## config.mk

```make
export PLATFORM = sky130hd
export DESIGN_NAME = tinyalu_arbiter
export DESIGN_NICKNAME = d
export VERILOG_FILES = /design/src/rtl/tinyalu_pkg.sv /design/src/rtl/tinyalu_arbiter_rr_grant.sv /design/src/rtl/tinyalu_arbiter.sv
export SDC_FILE = /design/constraint.sdc
export NUM_CORES = 1
export LEC_CHECK = 0
export ABC_AREA = 1
export BUFFER_PORTS_ARGS = -buffer_cell sky130_fd_sc_hd__buf_2
export CORE_AREA = 5 5 92 94
export DETAILED_ROUTE_END_ITERATION = 12
export DIE_AREA = 0 0 97 99
export GPL_TIMING_DRIVEN = 0
export PLACE_DENSITY = 0.86
export REMOVE_ABC_BUFFERS = 1
export SYNTH_ARGS = -nofsm -noshare
export SYNTH_HDL_FRONTEND = slang
export SYNTH_SLANG_ARGS = --single-unit
```

## constraint.sdc

```tcl
create_clock -name clk -period 2.5 [get_ports clk]
set_input_delay 0.125 -clock clk [delete_from_list [all_inputs] [get_ports clk]]
set_output_delay 0.125 -clock clk [all_outputs]
set_load 0.02 [all_outputs]
```

## src/rtl/tinyalu_pkg.sv

```systemverilog
// Shared types for the tinyalu arbiter slice.
// Opcode and FSM state enums plus ALU latency constants.
package tinyalu_pkg;

    typedef enum logic [2:0] {
        NOP = 3'd0,
        ADD = 3'd1,
        AND = 3'd2,
        XOR = 3'd3,
        MUL = 3'd4
    } op_e;

    typedef enum logic [2:0] {
        IDLE,
        ISSUE,
        WAIT,
        RESP,
        DRAIN
    } arb_state_e;

    localparam int MUL_LAT = 4;
    localparam int SC_LAT  = 1;

endpackage

```

## src/rtl/tinyalu_arbiter_rr_grant.sv

```systemverilog
// Combinational round-robin picker: first request at or after i_ptr.
// Ports: i_req (requests), i_ptr (start index), o_grant (one-hot),
//        o_idx (granted index), o_any (some request present).
module rr_grant #(
    parameter  int N = 4,
    localparam int W = (N > 1) ? $clog2(N) : 1
) (
    input  logic [N-1:0] i_req,
    input  logic [W-1:0] i_ptr,
    output logic [N-1:0] o_grant,
    output logic [W-1:0] o_idx,
    output logic         o_any
);

    always_comb begin
        int   j;
        logic found;
        j       = 0;
        found   = 1'b0;
        o_grant = '0;
        o_idx   = '0;
        o_any   = |i_req;
        for (int k = 0; k < N; k++) begin
            // Walk the ring starting at the pointer, wrapping at N.
            j = int'(i_ptr) + k;
            if (j >= N) begin
                j = j - N;
            end
            if (!found && i_req[W'(j)]) begin
                found      = 1'b1;
                o_grant[j] = 1'b1;
                o_idx      = W'(j);
            end
        end
    end

endmodule

```

## src/rtl/tinyalu_arbiter.sv

```systemverilog
// Round-robin sequencer sharing one tinyalu between NREQ requesters.
// Ports: req_* command valid/ready + operands, rsp_* tagged responses,
//        alu_* start/operand/done handshake to the ALU, clk/reset.
module tinyalu_arbiter
    import tinyalu_pkg::*;
#(
    parameter int NREQ    = 4,
    parameter int TIMEOUT = 15
) (
    input  logic              clk,
    input  logic              reset,
    input  logic [NREQ-1:0]   req_valid,
    output logic [NREQ-1:0]   req_ready,
    input  logic [NREQ*8-1:0] req_a,
    input  logic [NREQ*8-1:0] req_b,
    input  logic [NREQ*3-1:0] req_op,
    output logic [NREQ-1:0]   rsp_valid,
    input  logic [NREQ-1:0]   rsp_ready,
    output logic [15:0]       rsp_result,
    output logic              rsp_error,
    output logic [7:0]        alu_a,
    output logic [7:0]        alu_b,
    output logic [2:0]        alu_op,
    output logic              alu_start,
    output logic              alu_reset_n,
    input  logic              alu_done,
    input  logic [15:0]       alu_result
);

    localparam int IW = (NREQ > 1) ? $clog2(NREQ) : 1;
    localparam int CW = $clog2(TIMEOUT + 1);

    arb_state_e      r_state;
    arb_state_e      w_next;
    logic [7:0]      r_a;
    logic [7:0]      r_b;
    logic [2:0]      r_op;
    logic [IW-1:0]   r_tag;
    logic [IW-1:0]   r_ptr;
    logic [CW-1:0]   r_cnt;
    logic [15:0]     r_result;
    logic            r_error;

    logic [NREQ-1:0] w_grant;
    logic [IW-1:0]   w_idx;
    logic            w_any;
    logic [7:0]      w_sel_a;
    logic [7:0]      w_sel_b;
    logic [2:0]      w_sel_op;
    logic [IW-1:0]   w_ptr_nxt;
    logic            w_accept;
    logic            w_timeout;
    logic            w_rsp_take;

    rr_grant #(.N(NREQ)) u_rr (
        .i_req   (req_valid),
        .i_ptr   (r_ptr),
        .o_grant (w_grant),
        .o_idx   (w_idx),
        .o_any   (w_any)
    );

    assign w_sel_a    = req_a[8*w_idx +: 8];
    assign w_sel_b    = req_b[8*w_idx +: 8];
    assign w_sel_op   = req_op[3*w_idx +: 3];
    assign w_accept   = (r_state == IDLE) && w_any;
    assign w_timeout  = (r_cnt == CW'(TIMEOUT - 1));
    assign w_rsp_take = rsp_ready[r_tag];
    assign w_ptr_nxt  = (w_idx == IW'(NREQ - 1)) ? '0 : w_idx + 1'b1;

    assign alu_a       = r_a;
    assign alu_b       = r_b;
    assign alu_op      = r_op;
    assign alu_reset_n = ~reset;
    assign rsp_result  = r_result;
    assign rsp_error   = r_error;

    always_ff @(posedge clk or posedge reset) begin
        if (reset) begin
            r_state <= IDLE;
        end else begin
            r_state <= w_next;
        end
    end

    always_comb begin
        w_next    = r_state;
        req_ready = '0;
        rsp_valid = '0;
        alu_start = 1'b0;
        unique case (r_state)
            IDLE: begin
                if (w_any) begin
                    req_ready = w_grant;
                    // A NOP never touches the ALU.
                    w_next = (w_sel_op == NOP) ? RESP : ISSUE;
                end
            end
            ISSUE: begin
                alu_start = 1'b1;
                w_next    = WAIT;
            end
            WAIT: begin
                alu_start = 1'b1;
                if (alu_done || w_timeout) begin
                    w_next = RESP;
                end
            end
            RESP: begin
                rsp_valid[r_tag] = 1'b1;
                if (w_rsp_take) begin
                    w_next = (r_op == NOP) ? IDLE : DRAIN;
                end
            end
            DRAIN: begin
                // start low for a cycle so the ALU done flag clears
                w_next = IDLE;
            end
            default: begin
                w_next = IDLE;
            end
        endcase
    end

    always_ff @(posedge clk or posedge reset) begin
        if (reset) begin
            r_a      <= '0;
            r_b      <= '0;
            r_op     <= '0;
            r_tag    <= '0;
            r_ptr    <= '0;
            r_cnt    <= '0;
            r_result <= '0;
            r_error  <= 1'b0;
        end else begin
            unique case (r_state)
                IDLE: begin
                    if (w_accept) begin
                        r_a   <= w_sel_a;
                        r_b   <= w_sel_b;
                        r_op  <= w_sel_op;
                        r_tag <= w_idx;
                        r_ptr <= w_ptr_nxt;
                        if (w_sel_op == NOP) begin
                            r_result <= '0;
                            r_error  <= 1'b1;
                        end
                    end
                end
                ISSUE: begin
                    r_cnt <= '0;
                end
                WAIT: begin
                    if (alu_done) begin
                        r_result <= alu_result;
                        r_error  <= 1'b0;
                    end else if (w_timeout) begin
                        r_result <= '0;
                        r_error  <= 1'b1;
                    end else begin
                        r_cnt <= r_cnt + 1'b1;
                    end
                end
                default: begin
                end
            endcase
        end
    end

endmodule

```

==> flow_summary.rst, run 1 <==
.. list-table::
   :header-rows: 1

   * - Metric
     - Value
   * - Global-route wire length before repair
     - roughly 16 mm
   * - Worst path cell trace
     - clkinvlp_4 -> buf_4 -> buf_4 -> nand3_4 -> nand2_4 -> nor2_4 -> nand2_8 -> nand3_4 -> nand2_8 -> buf_4 -> nand3_2 -> nand2_2 -> nor2_4 -> nand2_4 -> nand2_8 -> nand2_8 -> nand2_2 -> nand2_1
   * - Wire length per cell after detailed routing
     - 15.2 microns
   * - DRT Wirelength
     - about 11 mm
   * - Critical Path Source Type
     - flop
   * - Period utilisation layout
     - 0.998
   * - Non-Filler Cell Area, Final
     - 4510 sq um
   * - Sequential fraction of design power
     - 0.165
   * - Clock tree from TritonCTS
     - done
   * - Clock Skew
     - 8.99 ps
   * - Endpoints failing setup
     - 0
   * - Power dissipated by switching net loads
     - ~4.4 mW
   * - Drt first pass iters
     - 7
   * - Latest clock arrival within the worst-skew pair
     - about 290 ps
   * - Worst-Margin Slew
     - ~1200 ps
   * - Internal power of the cells
     - approximately 3.6 mW
   * - Number of max-cap violations
     - 0
   * - Number of routed nets with antenna violations
     - 0
   * - Worst stage delay on the critical path
     - 400 ps
   * - GR Overflow Total
     - 0
   * - Vias per inst
     - around 5.2
   * - Violation count after the first detailed-routing iteration
     - ~180
   * - Combinational group share of total power
     - 0.774
   * - I/O pins
     - about 150
   * - Cell repeated most along the worst path
     - sky130_fd_sc_hd__nand2_8
   * - Power density cells
     - between 1500 and 2000 nW/um^2
   * - Maximum resistive drop on vdd
     - roughly 0.8 mV
   * - RePlAce Congestion
     - around 0.9
   * - DRC errors left
     - 0
   * - Clock-pin slew reported for the worst setup and hold paths after clock tree synthesis
     - about 90 ps
   * - Initial core utilization
     - 0.409
   * - Post-synthesis cell area
     - 3090 sq um
   * - Max-slew violations
     - 0
   * - Total Nets Final
     - around 700
   * - Sort of element at the end of the critical path
     - flop
   * - Count of final hold-check violations
     - 0
   * - Number of enable flip-flop cells after synthesis
     - 0
   * - Crit-path slowest cell
     - sky130_fd_sc_hd__dfrtp_2
   * - Worst Path Required
     - 2680 ps
   * - Total CTS buffers
     - 5
   * - Core Box Area
     - between 7000 and 8000 sq um
   * - Total half-perimeter wirelength after legalization and detailed placement
     - approximately 6.6 mm
   * - Detailed-route via count
     - 3,592
   * - Share of synthesized registers carrying an async set or reset
     - 1.00
   * - Dpl cell area
     - between 3000 and 4000 sq um
   * - Antenna violations before repair
     - 0
   * - Maximum clock insertion buffer count
     - 2
   * - Die area
     - 9600 sq um
   * - Summed negative setup slack over all endpoints
     - 0 ps
   * - Relative max-transition margin
     - 0.226
   * - Deepest level of the CTS H-tree
     - 2
   * - TritonCTS Sinks
     - 47
   * - Class of the worst hold path
     - in2reg
   * - Horizontal extent of the die
     - just under 100 microns
   * - Largest net degree at the start of global routing
     - 47
   * - Flip-flop cell with the highest count after synthesis
     - sky130_fd_sc_hd__dfrtp_1
   * - Number of buffers inserted by port buffering
     - roughly 150
   * - Final antenna diode count
     - 0
   * - Synth-to-layout area growth
     - 45.7%
   * - Portion of the post-synthesis area used by sequential elements
     - 0.380
   * - Leakage dissipation
     - 2.35 nW
   * - Maximum achievable frequency
     - 401 MHz
   * - Number of warnings reported in the yosys synthesis log
     - 0
   * - Worst setup path class
     - reg2reg
   * - Largest fanout on the critical path
     - 6
   * - Row count
     - 32
   * - Number of global-route vias before repair
     - 3,482
   * - Proportion of total power due to net switching
     - 0.547
   * - Total routing usage reported by global routing
     - 0.199
   * - Die height
     - slightly below 100 microns
   * - Clock power share
     - 0.061
   * - Unrepaired setup endpoints after global routing
     - true
   * - Post-synthesis cell type count
     - 36
   * - Status
     - complete, no violations
   * - #FFs+latches synth
     - between 40 and 50
   * - Worst endpoint data arrival time
     - between 2000 and 3000 ps
   * - Min cycle time layout
     - roughly 2500 ps
   * - Share of post-route cells with drive strength above 1
     - 0.424
   * - Root Driver
     - sky130_fd_sc_hd__clkbuf_8
   * - Count of mapped cells out of synthesis
     - 420
   * - Avg Cell Area, Syn
     - ~7.4 sq um
-- stage by stage --
step           total power [mW]  cells  setup slack [ps]  hold WS, ps  utilization
2_1_floorplan              4.62    403              -282          242            -
3_3_place_gp               5.59    653             -1220          326        0.512
3_5_place_dp               5.77    654              -969          136        0.515
4_1_cts                    7.25    681              1.67         22.7        0.564
5_1_grt                    8.69    692              -117         20.8        0.596
6_report                   8.05    692              4.73         34.8        0.596
-- area by class of cell --
class	count	area, sq um
clock inverter	2	16.3
inverter	44	180
timing repair buffer	170	952
clock buffer	6	82.6
fill	657	3060
sequential	47	1180
tap	102	128
timing repair inverter	1	7.51
multi-input combinational	320	1960
-- power groups by stage --
stage                     Combinational, mW  Clock, mW  Sequential, mW
after CTS                              5.41      0.506            1.33
after global routing                   6.77      0.544            1.38
after detailed placement               4.40          0            1.37
final                                  6.23      0.487            1.33
after global placement                 4.23          0            1.36
after floorplan                        2.98          0            1.64
-- critical path: cells and delay by family, from the launching register on --
kind                   cells  cell delay, ps
buffers and inverters      4             580
DFF                        1             400
and+or+nand+nor           14            1400
-- registers in the layout, summed over array words and instances (netlist names) --
signal	flops
alu_a	8
alu_b	8
alu_op	3
r_cnt	4
r_ptr	2
r_state	3
r_tag	2
rsp_error	1
rsp_result	16
-- layer usage --
metal  global-route usage  share of wire
met1                0.225           0.40
met4               0.0594          0.017
met2                0.370           0.51
met3               0.0460          0.073
met5                    0              0
-- synthesized netlist by cell type, drive strengths merged (2+ instances only) --
master  instances  share of area
clkbuf         10          0.012
o221ai          3         0.0085
a21oi           6          0.011
nand2         107           0.16
nand3          26          0.052
nor3            8          0.013
o21ai          35          0.057
ha              6          0.024
inv            44          0.053
xor2            2         0.0057
o22ai           2         0.0040
a31oi          18          0.036
dfrtp          47           0.38
o21bai         16          0.039
mux2i           2         0.0065
nor2           67          0.088
buf             7          0.017
nand3b          4         0.0097
-- cells in the final DEF (no fill, tap or decap), types with 7 or more instances in the layout --
cell,instances
sky130_fd_sc_hd__nand2_2,20
sky130_fd_sc_hd__nand3_1,15
sky130_fd_sc_hd__nor2_4,7
sky130_fd_sc_hd__dfrtp_1,45
sky130_fd_sc_hd__nor3_1,8
sky130_fd_sc_hd__buf_2,147
sky130_fd_sc_hd__nand2_8,8
sky130_fd_sc_hd__o21ai_0,29
sky130_fd_sc_hd__nand2_1,76
sky130_fd_sc_hd__a31oi_1,18
sky130_fd_sc_hd__buf_4,18
sky130_fd_sc_hd__o21bai_1,16
sky130_fd_sc_hd__nand2_4,10
sky130_fd_sc_hd__nor2_1,58
sky130_fd_sc_hd__inv_1,36
sky130_fd_sc_hd__nand3_2,9
-- worst paths after layout --
kind,cells after the start,slack [ps],startpoint,end
max in group asynchronous,4,1620,reset,r_ptr[0]
worst max register to register,18,5,r_ptr[1],rsp_result[0]
worst min-delay path,3,30,alu_result[9],rsp_result[9]
worst min register to register,2,480,rsp_error,rsp_error
min in group asynchronous,3,370,reset,alu_a[5]
worst max-delay path,18,5,r_ptr[1],rsp_result[0]
-- kinds of logic after synthesis --
family,count (synthesis),synth area share
muxes,2,0.00647
buffers and inverters,61,0.0829
adders and majority gates,6,0.0243
DFF,47,0.380
AOI/OAI and AO/OA,88,0.176
xor gates and xnor gates,2,0.00566
and+or+nand+nor,214,0.324
-- what timing repair did --
action / 4_1_cts / 5_1_grt
hold buffers: 1 / 0
buffers inserted: 13 / 7
gates resized for setup: 20 / 36
endpoints found under the hold margin: 16 / 0
pin swaps: 7 / 13
setup endpoints to repair: 45 / 44
cloned: 5 / 4
Power figures use the tool's default switching activity.
==> run 2, diff against run 1 <==
- CORE_AREA: 5 5 92 94 -> 5 5 88 90
- DIE_AREA: 0 0 97 99 -> 0 0 93 95
- PLACE_DENSITY: 0.86 -> 0.89
- clock period: 2.5 -> 2.35 ns (I/O delays scaled with it)
==> run 2 against run 1 <==
Global-route usage rose by 5.9 points. Critical path depth fell by 3. Non-clock buffer count is 23 higher. Sequential cell count did not move. First-iteration DRC count grew 74%. The flow now finishes with violations (setup timing). Core utilization rose by 8.8 points. Sequential power up 8%. Sequential share of layout area decreased by 1.4 points. Register-to-register slack worse by 80 ps.
==> flow_summary.rst, run 2 (synthesis gave the netlist of run 1 again) <==
.. list-table::
   :header-rows: 1

   * - Metric
     - Value
   * - Worst setup path class
     - reg2reg
   * - Worst-Margin Slew
     - approximately 900 ps
   * - Crit-path slowest cell
     - sky130_fd_sc_hd__dfrtp_2
   * - Cell repeated most along the worst path
     - sky130_fd_sc_hd__buf_4
   * - Die area
     - 8840 sq um
   * - Root Driver
     - sky130_fd_sc_hd__clkbuf_8
   * - Wire length per cell after detailed routing
     - ~17 microns
   * - Clock-pin slew reported for the worst setup and hold paths after clock tree synthesis
     - 110 ps
   * - Summed negative setup slack over all endpoints
     - -769 ps
   * - Worst-case reg-to-reg path depth
     - 15
   * - Initial core utilization
     - 0.443
   * - Worst hold start
     - alu_result[0]
   * - Highest-count cells in the layout ignoring fill and taps
     - sky130_fd_sc_hd__buf_2, sky130_fd_sc_hd__nand2_1, sky130_fd_sc_hd__nor2_1, sky130_fd_sc_hd__dfrtp_1, sky130_fd_sc_hd__inv_1
   * - Global-route wire length before repair
     - 18.1 mm
   * - DRT Wirelength
     - 12.1 mm
   * - Worst endpoint data arrival time
     - roughly 2700 ps
   * - Total Nets Final
     - a little over 700
   * - Worst Path Required
     - ~2600 ps
   * - DRC errors left
     - 0
   * - Detailed-route via count
     - between 3,000 and 4,000
   * - Failing checks
     - setup timing
   * - Number of global-route vias before repair
     - ~3,800
   * - Power density cells
     - roughly 2000 nW/um^2
   * - Clock tree from TritonCTS
     - done
   * - Unrepaired setup endpoints after global routing
     - true
   * - Relative max-transition margin
     - 0.407
   * - Commonest non-fill, non-tap cell in the layout
     - sky130_fd_sc_hd__buf_2
   * - Class of the worst hold path
     - in2reg
   * - GR Overflow Total
     - 0
   * - Total CTS buffers
     - 5
   * - Post-Route Utilization
     - 0.684
   * - TritonCTS Sinks
     - 47
   * - Power after layout
     - between 9 and 10 mW
   * - Vias per inst
     - about 5.5
   * - Worst setup margin
     - -71.7 ps
   * - Number of fillers in the final layout
     - roughly 520
   * - Latest clock arrival within the worst-skew pair
     - between 300 and 400 ps
   * - Antenna violations before repair
     - 0
   * - Launching instance or port of the critical path
     - r_ptr[0]
   * - Endpoints failing setup
     - 19
   * - Sort of element at the end of the critical path
     - flop
   * - Maximum resistive drop on vdd
     - between 1 and 1.5 mV
   * - Synth-to-layout area growth
     - 54.2%
   * - Core Box Area
     - approximately 7000 sq um
   * - Period utilisation layout
     - 1.03
   * - Critical Path Source Type
     - flop
   * - Number of cells traversed by the worst hold path
     - 3
   * - Horizontal extent of the die
     - 93 microns
   * - Maximum achievable frequency
     - ~410 MHz
   * - Total half-perimeter wirelength after legalization and detailed placement
     - 7.15 mm
   * - Maximum clock insertion buffer count
     - 2
   * - Number of buffers and inverters on the critical path
     - 7
   * - Min cycle time layout
     - ~2400 ps
   * - Instance count on the critical path
     - 15
   * - Worst path cell trace
     - inv_6 -> ha_4 -> inv_4 -> nand3_4 -> nand2_4 -> a21oi_2 -> nand2_4 -> buf_12 -> nand3b_1 -> nand3_2 -> buf_4 -> buf_4 -> buf_4 -> buf_4 -> a31oi_1
   * - Worst stage delay on the critical path
     - approximately 420 ps
   * - Die height
     - around 95 microns
   * - Flip-flop count of the largest register after layout
     - 16
   * - Row count
     - 31
   * - Drt first pass iters
     - 5
   * - Worst slack at placement
     - -1280 ps
   * - Status
     - complete, but fails checks
   * - Share of post-route cells with drive strength above 1
     - 0.458
   * - Final antenna diode count
     - 0
   * - Top Family by Delay on Critical Path
     - buffers and inverters
   * - Violation count after the first detailed-routing iteration
     - a little over 300
   * - I/O pins
     - approximately 150
   * - Largest net degree at the start of global routing
     - 45
   * - Number of max-cap violations
     - 0
   * - Max-slew violations
     - 0
   * - RePlAce Congestion
     - between 0.8 and 0.9
   * - Count of final hold-check violations
     - 0
   * - Clock Skew
     - 19.8 ps
   * - Largest fanout on the critical path
     - 5
   * - Number of buffers inserted by port buffering
     - roughly 150
   * - Leakage dissipation
     - between 2 and 2.5 nW
   * - Startpoint of the worst register-to-register path
     - r_ptr[0]
   * - Deepest level of the CTS H-tree
     - 2
   * - Number of routed nets with antenna violations
     - 0
   * - Total routing usage reported by global routing
     - 0.258
[run 2: changes by cell type in the layout (fill, tap and decap cells not counted), moves of 2 or more]
cell,change
sky130_fd_sc_hd__buf_6,+2
sky130_fd_sc_hd__buf_12,+2
sky130_fd_sc_hd__nand2_1,-8
sky130_fd_sc_hd__clkinvlp_4,-2
sky130_fd_sc_hd__nand2_2,+9
sky130_fd_sc_hd__nand3_1,-2
sky130_fd_sc_hd__dlygate4sd3_1,+6
sky130_fd_sc_hd__nand3_2,+2
sky130_fd_sc_hd__buf_4,+14
sky130_fd_sc_hd__inv_6,+3
[run 2: final cells by class]
type	instances	area [sq um]	area share
Timing Repair Buffer	193	1170	0.246
Timing Repair inverter	1	7.51	0.00157
Inverter	44	189	0.0396
Multi-Input combinational cell	320	2000	0.420
Clock buffer	5	68.8	0.0144
Tap cell	82	103	0.0215
Sequential cell	47	1180	0.247
Clock inverter	3	47.5	0.00996
[run 2: metal layers]
metal  up-vias  track usage  part of all wire
met3        45       0.0494             0.074
met2       204        0.463              0.52
li1       1779            -                 -
met4         0        0.118             0.039
met1      1813        0.296              0.37
met5         -            0                 0
[run 2: timing repair]
item                                   in CTS  in global routing
setup endpoints to repair                  47                 41
endpoints found under the hold margin      27                  0
hold buffers                                7                  0
setup buffers                              31                  5
pin swaps                                  24                 17
gates resized for setup                    50                 28
gates cloned                                8                  1
[run 2: path summary, 6_finish.rpt]
path / to / slack (ps)
worst min register to register: rsp_result[9] / 490
worst max register to register: alu_op[2] / -70
max in group asynchronous: alu_b[7] / 1460
min in group asynchronous: rsp_result[13] / 360
worst min-delay path: rsp_result[0] / 8
worst max-delay path: alu_op[2] / -70
[run 2: per-stage QoR]
step	hold slack (ps)	std cells	instance area, sq um
2_1_floorplan	234	403	3000
3_3_place_gp	318	633	3850
3_5_place_dp	167	635	3890
4_1_cts	1.62	689	4630
5_1_grt	5.89	695	4770
6_report	8.41	695	4770
[run 2: worst register-to-register path: cells and delay by family (launching register included)]
kind                       cells  cell delay [ps]
AOI/OAI and AO/OA              2              370
adders and majority gates      1              310
buffers and inverters          7              780
DFF                            1              420
and+or+nand+nor                5              490
[run 2: power breakdown]
group	leakage (nW)	internal, mW	switching (mW)
logic	1.85	2.98	4.59
registers	0.569	1.18	0.257
clock network	0.0587	0.323	0.314
total	2.48	4.48	5.16
